### src/rtl/spi_ram_responder_pkg.sv
// Shared opcodes and FSM state encoding for the SPI RAM responder.
package spi_ram_responder_pkg;

    localparam logic [7:0] OP_READ  = 8'h03;
    localparam logic [7:0] OP_WRITE = 8'h02;
    localparam int         STATE_W  = 3;

    typedef enum logic [STATE_W-1:0] {
        S_IDLE,
        S_CMD,
        S_ADDR,
        S_READ,
        S_WRITE,
        S_IGNORE
    } state_t;

endpackage

### src/rtl/spi_ram_responder_if.sv
// SPI pins plus the write-commit and status sideband of the RAM responder.
interface spi_ram_responder_if #(
    parameter int ADDR_W = 8
);
    logic              spi_cs_n;
    logic              spi_sck;
    logic              spi_mosi;
    logic              spi_miso;
    logic              spi_miso_oe;
    logic              busy;
    logic              wr_strobe;
    logic [ADDR_W-1:0] wr_addr;
    logic [7:0]        wr_data;
    logic              bad_op;

    modport master (
        output spi_cs_n, spi_sck, spi_mosi,
        input  spi_miso, spi_miso_oe, busy,
        input  wr_strobe, wr_addr, wr_data, bad_op
    );

    modport slave (
        input  spi_cs_n, spi_sck, spi_mosi,
        output spi_miso, spi_miso_oe, busy,
        output wr_strobe, wr_addr, wr_data, bad_op
    );
endinterface

### src/rtl/spi_ram_responder_sync_edge.sv
// Multi-flop synchronizer with single-clk rise/fall pulses on the synced level.
module spi_ram_responder_sync_edge #(
    parameter int   STG     = 2,
    parameter logic RST_VAL = 1'b0
) (
    input  logic clk,
    input  logic rst,
    input  logic i_d,
    output logic o_rise,
    output logic o_fall
);
    logic [STG-1:0] r_sync;
    logic           r_prev;
    logic           w_q;

    always_ff @(posedge clk or posedge rst) begin
        if (rst) begin
            r_sync <= {STG{RST_VAL}};
            r_prev <= RST_VAL;
        end else begin
            r_sync <= {r_sync[STG-2:0], i_d};
            r_prev <= r_sync[STG-1];
        end
    end

    assign w_q    = r_sync[STG-1];
    assign o_rise = w_q & ~r_prev;
    assign o_fall = ~w_q & r_prev;

endmodule

### src/rtl/spi_ram_responder.sv
// SPI mode-0 byte-wide serial RAM: READ/WRITE commands, auto-increment address.
module spi_ram_responder
    import spi_ram_responder_pkg::*;
#(
    parameter int ADDR_W   = 8,
    parameter int SYNC_STG = 2
) (
    input  logic                 clk,
    input  logic                 rst,
    spi_ram_responder_if.slave   bus
);
    localparam int DEPTH = 2 ** ADDR_W;

    logic              w_sck_rise, w_sck_fall;
    logic              w_cs_rise, w_cs_fall;
    logic              w_mosi;
    logic [SYNC_STG-1:0] r_mosi_sync;

    state_t            r_state, w_state_nxt;
    logic [2:0]        r_cnt, w_cnt_nxt, w_cnt_inc;
    logic [7:0]        r_rx, w_rx_nxt, w_rx_shift;
    logic [7:0]        r_tx, w_tx_nxt;
    logic [ADDR_W-1:0] r_addr, w_addr_nxt, w_addr_inc;
    logic              r_is_read, w_is_read_nxt;
    logic              r_oe, w_oe_nxt;
    logic              r_wr_strobe, w_wr_strobe_nxt;
    logic [ADDR_W-1:0] r_wr_addr, w_wr_addr_nxt;
    logic [7:0]        r_wr_data, w_wr_data_nxt;
    logic              r_bad_op, w_bad_op_nxt;
    logic              w_we;
    logic [7:0]        r_mem [DEPTH];
    logic [7:0]        w_mem_rd;

    spi_ram_responder_sync_edge #(
        .STG     (SYNC_STG),
        .RST_VAL (1'b0)
    ) u_sck_sync (
        .clk    (clk),
        .rst    (rst),
        .i_d    (bus.spi_sck),
        .o_rise (w_sck_rise),
        .o_fall (w_sck_fall)
    );

    spi_ram_responder_sync_edge #(
        .STG     (SYNC_STG),
        .RST_VAL (1'b1)
    ) u_cs_sync (
        .clk    (clk),
        .rst    (rst),
        .i_d    (bus.spi_cs_n),
        .o_rise (w_cs_rise),
        .o_fall (w_cs_fall)
    );

    // MOSI shares the sck path depth so data lines up with the detected rise
    always_ff @(posedge clk or posedge rst) begin
        if (rst) r_mosi_sync <= '0;
        else     r_mosi_sync <= {r_mosi_sync[SYNC_STG-2:0], bus.spi_mosi};
    end

    assign w_mosi     = r_mosi_sync[SYNC_STG-1];
    assign w_cnt_inc  = r_cnt + 3'd1;
    assign w_rx_shift = {r_rx[6:0], w_mosi};
    assign w_addr_inc = r_addr + ADDR_W'(1);
    assign w_mem_rd   = r_mem[r_addr];

    always_comb begin
        w_state_nxt     = r_state;
        w_cnt_nxt       = r_cnt;
        w_rx_nxt        = r_rx;
        w_tx_nxt        = r_tx;
        w_addr_nxt      = r_addr;
        w_is_read_nxt   = r_is_read;
        w_oe_nxt        = r_oe;
        w_wr_strobe_nxt = 1'b0;
        w_wr_addr_nxt   = r_wr_addr;
        w_wr_data_nxt   = r_wr_data;
        w_bad_op_nxt    = r_bad_op;
        w_we            = 1'b0;

        // cs_n rise outranks any sck edge seen in the same clk
        if (w_cs_rise) begin
            w_state_nxt = S_IDLE;
            w_cnt_nxt   = 3'd0;
            w_oe_nxt    = 1'b0;
            w_tx_nxt    = 8'h00;
        end else begin
            unique case (r_state)
                S_IDLE: begin
                    if (w_cs_fall) begin
                        w_state_nxt = S_CMD;
                        w_cnt_nxt   = 3'd0;
                    end
                end
                S_CMD: begin
                    if (w_sck_rise) begin
                        w_rx_nxt  = w_rx_shift;
                        w_cnt_nxt = w_cnt_inc;
                        if (r_cnt == 3'd7) begin
                            unique case (1'b1)
                                (w_rx_shift == OP_READ): begin
                                    w_state_nxt   = S_ADDR;
                                    w_is_read_nxt = 1'b1;
                                end
                                (w_rx_shift == OP_WRITE): begin
                                    w_state_nxt   = S_ADDR;
                                    w_is_read_nxt = 1'b0;
                                end
                                default: begin
                                    w_state_nxt  = S_IGNORE;
                                    w_bad_op_nxt = 1'b1;
                                end
                            endcase
                        end
                    end
                end
                S_ADDR: begin
                    if (w_sck_rise) begin
                        w_addr_nxt = ADDR_W'({r_addr, w_mosi});
                        w_cnt_nxt  = w_cnt_inc;
                        if (r_cnt == 3'(ADDR_W - 1)) begin
                            w_cnt_nxt   = 3'd0;
                            w_state_nxt = r_is_read ? S_READ : S_WRITE;
                        end
                    end
                end
                S_READ: begin
                    if (w_sck_fall) begin
                        w_cnt_nxt = w_cnt_inc;
                        if (r_cnt == 3'd0) begin
                            w_tx_nxt   = w_mem_rd;
                            w_oe_nxt   = 1'b1;
                            w_addr_nxt = w_addr_inc;
                        end else begin
                            w_tx_nxt = {r_tx[6:0], 1'b0};
                        end
                    end
                end
                S_WRITE: begin
                    if (w_sck_rise) begin
                        w_rx_nxt  = w_rx_shift;
                        w_cnt_nxt = w_cnt_inc;
                        if (r_cnt == 3'd7) begin
                            w_we            = 1'b1;
                            w_wr_strobe_nxt = 1'b1;
                            w_wr_addr_nxt   = r_addr;
                            w_wr_data_nxt   = w_rx_shift;
                            w_addr_nxt      = w_addr_inc;
                        end
                    end
                end
                S_IGNORE: begin
                    w_oe_nxt = 1'b0;
                end
                default: begin
                    w_state_nxt = S_IDLE;
                end
            endcase
        end
    end

    always_ff @(posedge clk or posedge rst) begin
        if (rst) begin
            r_state     <= S_IDLE;
            r_cnt       <= 3'd0;
            r_rx        <= 8'h00;
            r_tx        <= 8'h00;
            r_addr      <= '0;
            r_is_read   <= 1'b0;
            r_oe        <= 1'b0;
            r_wr_strobe <= 1'b0;
            r_wr_addr   <= '0;
            r_wr_data   <= 8'h00;
            r_bad_op    <= 1'b0;
        end else begin
            r_state     <= w_state_nxt;
            r_cnt       <= w_cnt_nxt;
            r_rx        <= w_rx_nxt;
            r_tx        <= w_tx_nxt;
            r_addr      <= w_addr_nxt;
            r_is_read   <= w_is_read_nxt;
            r_oe        <= w_oe_nxt;
            r_wr_strobe <= w_wr_strobe_nxt;
            r_wr_addr   <= w_wr_addr_nxt;
            r_wr_data   <= w_wr_data_nxt;
            r_bad_op    <= w_bad_op_nxt;
        end
    end

    // Memory is part of the reset domain: rst clears every byte
    always_ff @(posedge clk or posedge rst) begin
        if (rst) begin
            for (int i = 0; i < DEPTH; i++) r_mem[i] <= 8'h00;
        end else if (w_we) begin
            r_mem[r_addr] <= w_rx_shift;
        end
    end

    assign bus.spi_miso    = r_tx[7];
    assign bus.spi_miso_oe = r_oe;
    assign bus.busy        = (r_state != S_IDLE);
    assign bus.wr_strobe   = r_wr_strobe;
    assign bus.wr_addr     = r_wr_addr;
    assign bus.wr_data     = r_wr_data;
    assign bus.bad_op      = r_bad_op;

endmodule

### src/flat_wrapper.sv
// flat-port wrapper written by rule: the top's interface ports become plain ports
module spi_ram_responder_flat import spi_ram_responder_pkg::*;
#(
    parameter int ADDR_W   = 8,
    parameter int SYNC_STG = 2
)
  (clk, rst, bus_spi_cs_n, bus_spi_sck, bus_spi_mosi, bus_spi_miso, bus_spi_miso_oe, bus_busy, bus_wr_strobe, bus_wr_addr, bus_wr_data, bus_bad_op);
  spi_ram_responder_if #(.ADDR_W(ADDR_W)) bus_i ();
  input  logic clk;
  input  logic rst;
  input wire logic [$bits(bus_i.spi_cs_n)-1:0] bus_spi_cs_n;
  input wire logic [$bits(bus_i.spi_sck)-1:0] bus_spi_sck;
  input wire logic [$bits(bus_i.spi_mosi)-1:0] bus_spi_mosi;
  output wire logic [$bits(bus_i.spi_miso)-1:0] bus_spi_miso;
  output wire logic [$bits(bus_i.spi_miso_oe)-1:0] bus_spi_miso_oe;
  output wire logic [$bits(bus_i.busy)-1:0] bus_busy;
  output wire logic [$bits(bus_i.wr_strobe)-1:0] bus_wr_strobe;
  output wire logic [$bits(bus_i.wr_addr)-1:0] bus_wr_addr;
  output wire logic [$bits(bus_i.wr_data)-1:0] bus_wr_data;
  output wire logic [$bits(bus_i.bad_op)-1:0] bus_bad_op;
  assign bus_i.spi_cs_n = bus_spi_cs_n;
  assign bus_i.spi_sck = bus_spi_sck;
  assign bus_i.spi_mosi = bus_spi_mosi;
  assign bus_spi_miso = bus_i.spi_miso;
  assign bus_spi_miso_oe = bus_i.spi_miso_oe;
  assign bus_busy = bus_i.busy;
  assign bus_wr_strobe = bus_i.wr_strobe;
  assign bus_wr_addr = bus_i.wr_addr;
  assign bus_wr_data = bus_i.wr_data;
  assign bus_bad_op = bus_i.bad_op;
  spi_ram_responder #(.ADDR_W(ADDR_W), .SYNC_STG(SYNC_STG)) u_core (.clk(clk), .rst(rst), .bus(bus_i));
endmodule
### config.mk
export PLATFORM = sky130hd
export DESIGN_NAME = spi_ram_responder_flat
export DESIGN_NICKNAME = d
export VERILOG_FILES = /design/src/rtl/spi_ram_responder_pkg.sv /design/src/rtl/spi_ram_responder_if.sv /design/src/rtl/spi_ram_responder_sync_edge.sv /design/src/rtl/spi_ram_responder.sv /design/src/flat_wrapper.sv
export SDC_FILE = /design/constraint.sdc
export NUM_CORES = 2
export LEC_CHECK = 0
export ABC_AREA = 0
export CORE_ASPECT_RATIO = 0.9
export CORE_MARGIN = 5
export CORE_UTILIZATION = 64
export CTS_BUF_LIST = sky130_fd_sc_hd__clkbuf_16
export DETAILED_ROUTE_END_ITERATION = 12
export PLACE_DENSITY_LB_ADDON = 0.15
export SKIP_LAST_GASP = 1
export SYNTH_ARGS = -nofsm -noshare
export SYNTH_HDL_FRONTEND = slang
export SYNTH_HIERARCHICAL = 1
export SYNTH_SLANG_ARGS = --single-unit
export TNS_END_PERCENT = 50
### constraint.sdc
create_clock -name clk -period 92.8 [get_ports clk]
set_input_delay 18.56 -clock clk [delete_from_list [all_inputs] [get_ports clk]]
set_output_delay 18.56 -clock clk [all_outputs]
set_load 0.005 [all_outputs]
# == Word-level counts from Yosys, hierarchy flattened ==
# Index checks and enable logic that the tools add are counted.
# word_totals
regBits,2105
latchBits,0
mem_bits_rw,0
romBits,0
input_bits,5
output_inout_bits,21
memories,0
# classes
n_addsub,2
multipliers,0
div,0
magnitude_cmp,2
n_eq_ne,22
shifts,0
n_mux,41
bitwise_logic,11
n_reduce_logical,22
# op_table
op,count
$bwmux W2048,1
$mux W8,12
$bmux W8 S8,1
$demux W8 S8,1
$mux W3,14
$pmux W3 S4,2
$pmux W8 S3,1
$eq A8 B2 Y1 const B,2
$reduce_and A5 Y1,3
$ne A3 B3 Y1 const B,4
$eq A3 B3 Y1 const B,3
$ge A9 B9 Y1 const B,1
$lt A9 B1 Y1 const B,1
$ne A3 B2 Y1 const B,3
$not A8 Y9,1
$reduce_bool A3 Y1,3
$add A8 B1 Y8 const B,1
$mux W1,7
$reduce_and A7 Y1,1
$eq A3 B2 Y1 const B,2
$logic_not A3 Y1,2
$ne A2 B1 Y1 const B,3
$ne A2 B2 Y1 const B,3
$not A1 Y1,6
14 further kinds,22

# == Depth between registers and ports, before layout ==
# depth
depth_word,8
depth_mapped,12
ltp_nobuf,9

# == Modules after synthesis ==
# The synthesis kept the hierarchy.
# modules_own_cells
module,n_inst,cells_each,area_per_inst_um2,seq_area_each_um2
spi_ram_responder,1,6036,95379.0,52525.4
spi_ram_responder_sync_edge (u_core.u_cs_sync),1,6,97.6,78.8
spi_ram_responder_sync_edge (u_core.u_sck_sync),1,6,93.8,75.1

# == Worst setup path before layout ==
# No wires, ideal clock.
# synth_path
path_kind,register -> output
from,register u_core.r_state[2]
to,output port bus_busy
t_arrival_ps,735
required_ps,74240
path_slack_ps,73505
path_stages_with_launch,4
n_path_buf,1
path_cell_list,dfrtp_1 buf_2 inv_1 nand2_1
# synth_via
elab_chain_cells,1
# synth_lines
element,line_no,rtl
from (decl),spi_ram_responder.sv:19,"state_t r_state, w_state_nxt;"
from (signal assigned),spi_ram_responder.sv:177,r_state <= w_state_nxt;
$reduce_bool A3 Y1,spi_ram_responder.sv:202,assign bus.busy = (r_state != S_IDLE);
to (decl),flat_wrapper.sv:16,output wire logic [$bits(bus_i.busy)-1:0] bus_busy;
# Every way passes these cells.

==> reports/qor.txt <==
Status -> finished, final reports clean
Setup ws final -> 70.27 ns
PD cells -> 21.4 mW/mm2
Synth top cells by count -> dfrtp_1, mux2_2, mux4_2, clkbuf_1, nand2_1
Reg2reg setup slack -> 87.07 ns
Buf/Inv on CP -> 6
Crit. End Element -> async pin
Syn avg cell area -> 15.8 um2
DRC Markers -> 0
Ys async rst share -> 100%
Max stage delay on crit path -> 0.93 ns
Max Slew Vio Count -> 0
Max Fclk -> 0.0444 GHz
Post-layout minimum cycle time -> 22.53 ns
Post-synth EDFFs -> 0
# hold bufs at CTS -> 0
Dpl ws -> 69.21 ns
Cells after synthesis -> 6048
Synth warn -> 6
Top FF cell, synth -> dfrtp_1
Total power -> 2.21 mW
Via count -> 54500
Final WL -> 239 mm
Final nets -> 5928
Hpwl dp -> 143 mm
Multiplexer share of the synthesized area -> 37.8%
Vias in the first global route -> 56800
Reg2Reg Depth -> 10
PostCTS Resize Cnt -> 0
Largest family of logic cells by synthesized area -> multiplexers
Slew HR -> 5.38%
Core area -> 0.148 mm2
Max_cap viols -> 0
VDD IR max -> 0.0227 mV
Final hold violations -> 0
Fin area -> 0.104 mm2
I/O Buffers -> 25
Die Span Y -> 377 um
First-pass GRT wire length -> 367 mm
Layout cells sized above 1 -> 52.1%
Placer Congestion -> 0.851
CP required -> 93.60 ns
Antenna-violating nets left -> 0
Post-Synthesis Cell Area -> 0.0956 mm2
CTS H-tree depth -> 4
Xor and xnor area share after synthesis -> 0.0275%
Die width -> 417 um
Worst Max-Slew Pin Slew -> 1.41 ns
Crit Path Category -> input port to async pin
Flops & latches, synth -> 2105
P_leak -> 49.2 nW
Crit path depth -> 6
Gr usage total -> 30.9%
Overflow after GRT -> 0
Clk buf depth -> 3
Cts bufs inserted -> 206
Skew final -> 0.0268 ns
Reg-to-Reg End -> u_core/r_tx[4]
Slowest CP cell -> buf_4
Startpoint Class -> input port
Die Area -> 0.157 mm2
Worst Hold Class -> register to register
Layout area overhead -> 8.37%
Antenna violations before repair -> 6
Clk sinks -> 2105
Complex-gate fraction of the synthesized area -> 2.08%
Ports -> 26
Setup TNS -> 0 ns
CP Data Arrival Time -> 23.33 ns
CTS clock-pin slew for the worst setup and hold paths -> 0.06 ns
Via/cell ratio -> 6.76
Netlist cell types -> 57
DRT iter0 DRCs -> 4864
Critical Path Source -> rst
Initial core utilization -> 64.4%
Worst r2r src -> u_core/r_addr[0]
WL/cell -> 29.6 um
Post-synthesis adder-cell area fraction -> 0.0916%
# setup viols final -> 0
Post-synthesis sequential area ratio -> 55.1%
Simple-gate share of the synthesized area -> 2.58%
TritonCTS clock tree -> built
Top-count cell post-synth -> dfrtp_1
DP Area -> 0.0972 mm2
Worst path cell trace -> clkdlybuf4s50_1 > inv_8 > buf_4 > buf_4 > buf_4 > buf_4
Clock latency on the worst-skew pair -> 0.84 ns
Yosys top cell by area -> dfrtp_1
Drt pass-1 iters -> 5
Syn nets -> 6060
Cells taking the most area after synthesis -> dfrtp_1, mux2_2, mux4_2
Critical Path Most Common Cell -> buf_4
Crit-path leading delay family -> buffers and inverters
RSZ-0062 raised after global routing -> false
Largest net degree at the start of global routing -> 191
CP Max Fanout -> 124
Hold_ws -> 0.353 ns
Cell row count -> 134
Post-CTS Setup Inserts -> 0
Final Cycle Share -> 24.3%
Yosys top cell area share -> 55.0%
Setup crit end -> u_core/r_mem[1525]
Root Buffer -> clkbuf_16
==> sequential cells by signal, summed over array words and instances, names as in the netlist <==
signal                    flops
u_core/r_mem               2048
u_core/bus.wr_addr            8
u_core/bus.wr_data            8
u_core/r_addr                 8
u_core/r_tx                   8
u_core/r_rx                   7
u_core/r_cnt                  3
u_core/r_state                3
u_core/r_mosi_sync            2
u_core/u_cs_sync/r_sync       2
u_core/u_sck_sync/r_sync      2
u_core/bus.bad_op             1
u_core/bus.spi_miso_oe        1
u_core/bus.wr_strobe          1
u_core/r_is_read              1
u_core/u_cs_sync/r_prev       1
u_core/u_sck_sync/r_prev      1
==> worst register-to-register path, delay by kind of cell (launching register included) <==
family	cells	cell delay (ns)
compound gates	4	0.72
buf+inv	3	2.24
flops	1	0.81
mux	1	0.63
simple gates	2	1.23
==> kinds of logic (layout without fill, tap and decap cells) <==
family,count (synthesis),in the layout
buf+inv,492,528
flops,2105,2105
fa+ha+maj,7,7
xor+xnor,3,3
other cells,0,3
mux,2640,2640
compound gates,302,302
simple gates,499,499
==> metal layers <==
| metal | share of wire [%] | vias up | routed length, um | GRT usage (%) |
|---|---|---|---|---|
| li1 | - | 22400 | - | - |
| met1 | 42 | 29800 | 100000 | 44.6 |
| met2 | 47 | 1765 | 112000 | 47.3 |
| met3 | 7.4 | 474 | 17700 | 6.99 |
| met4 | 3.9 | 2 | 9210 | 11.1 |
| met5 | 0.0054 | - | 13 | 0 |
==> worst min path at each step <==
stage | from | to | slack (ns) | cells past startpoint
floorplan | u_core/r_mosi_sync[0] | u_core/r_mosi_sync[1] | 0.33 | 0
global placement | u_core/r_mosi_sync[0] | u_core/r_mosi_sync[1] | 0.34 | 0
detailed placement | u_core/r_mosi_sync[0] | u_core/r_mosi_sync[1] | 0.34 | 0
CTS | u_core/u_sck_sync/r_sync[0] | u_core/u_sck_sync/r_sync[1] | 0.36 | 0
global route | u_core/u_cs_sync/r_sync[0] | u_core/u_cs_sync/r_sync[1] | 0.36 | 0
finish | u_core/u_sck_sync/r_sync[0] | u_core/u_sck_sync/r_sync[1] | 0.35 | 0
==> metrics by stage <==
step	cells	util, %
after floorplan	6048	-
after global placement	7680	65.5
after detailed placement	7680	65.5
after CTS	8056	69.8
after global routing	8056	69.8
final	8059	69.8
==> cell usage in the layout, fill, tap and decap left out, types with 5 or more instances in the layout <==
master              n
dfrtp_1          2090
mux2_2           2056
mux4_2            571
clkbuf_16         209
nand2_1           163
a22oi_1           146
nor2_2            118
buf_4             104
a21oi_1            88
nand3_1            72
nor2_1             66
inv_1              58
clkinv_1           53
clkinv_2           42
clkdlybuf4s50_1    25
nor3_1             19
nor4_1             19
o21ai_0            16
o22ai_1            15
mux2i_1            13
bufinv_16          12
dfrtp_4            12
buf_12              9
a31oi_1             7
ha_1                7
clkinv_8            6
nor2b_1             6
nand2b_1            6
nor3_2              6
o21ai_1             5
==> power breakdown <==
part	switching [mW]	internal (mW)	leakage, nW
registers	0.0390	0.922	29.4
logic	0.337	0.120	16.6
clock network	0.354	0.440	3.31
==> cell type report <==
| type | count | area, um2 |
|---|---|---|
| Sequential cell | 2105 | 52700 |
| Tap cell | 1972 | 2470 |
| Timing Repair Buffer | 138 | 1210 |
| Antenna cell | 3 | 7.51 |
| Clock inverter | 167 | 1130 |
| Multi-Input combinational cell | 3451 | 40700 |
| Clock buffer | 209 | 5230 |
| Inverter | 14 | 60.1 |
| Fill cell | 9805 | 44800 |
(Power assumes the default switching activity.)
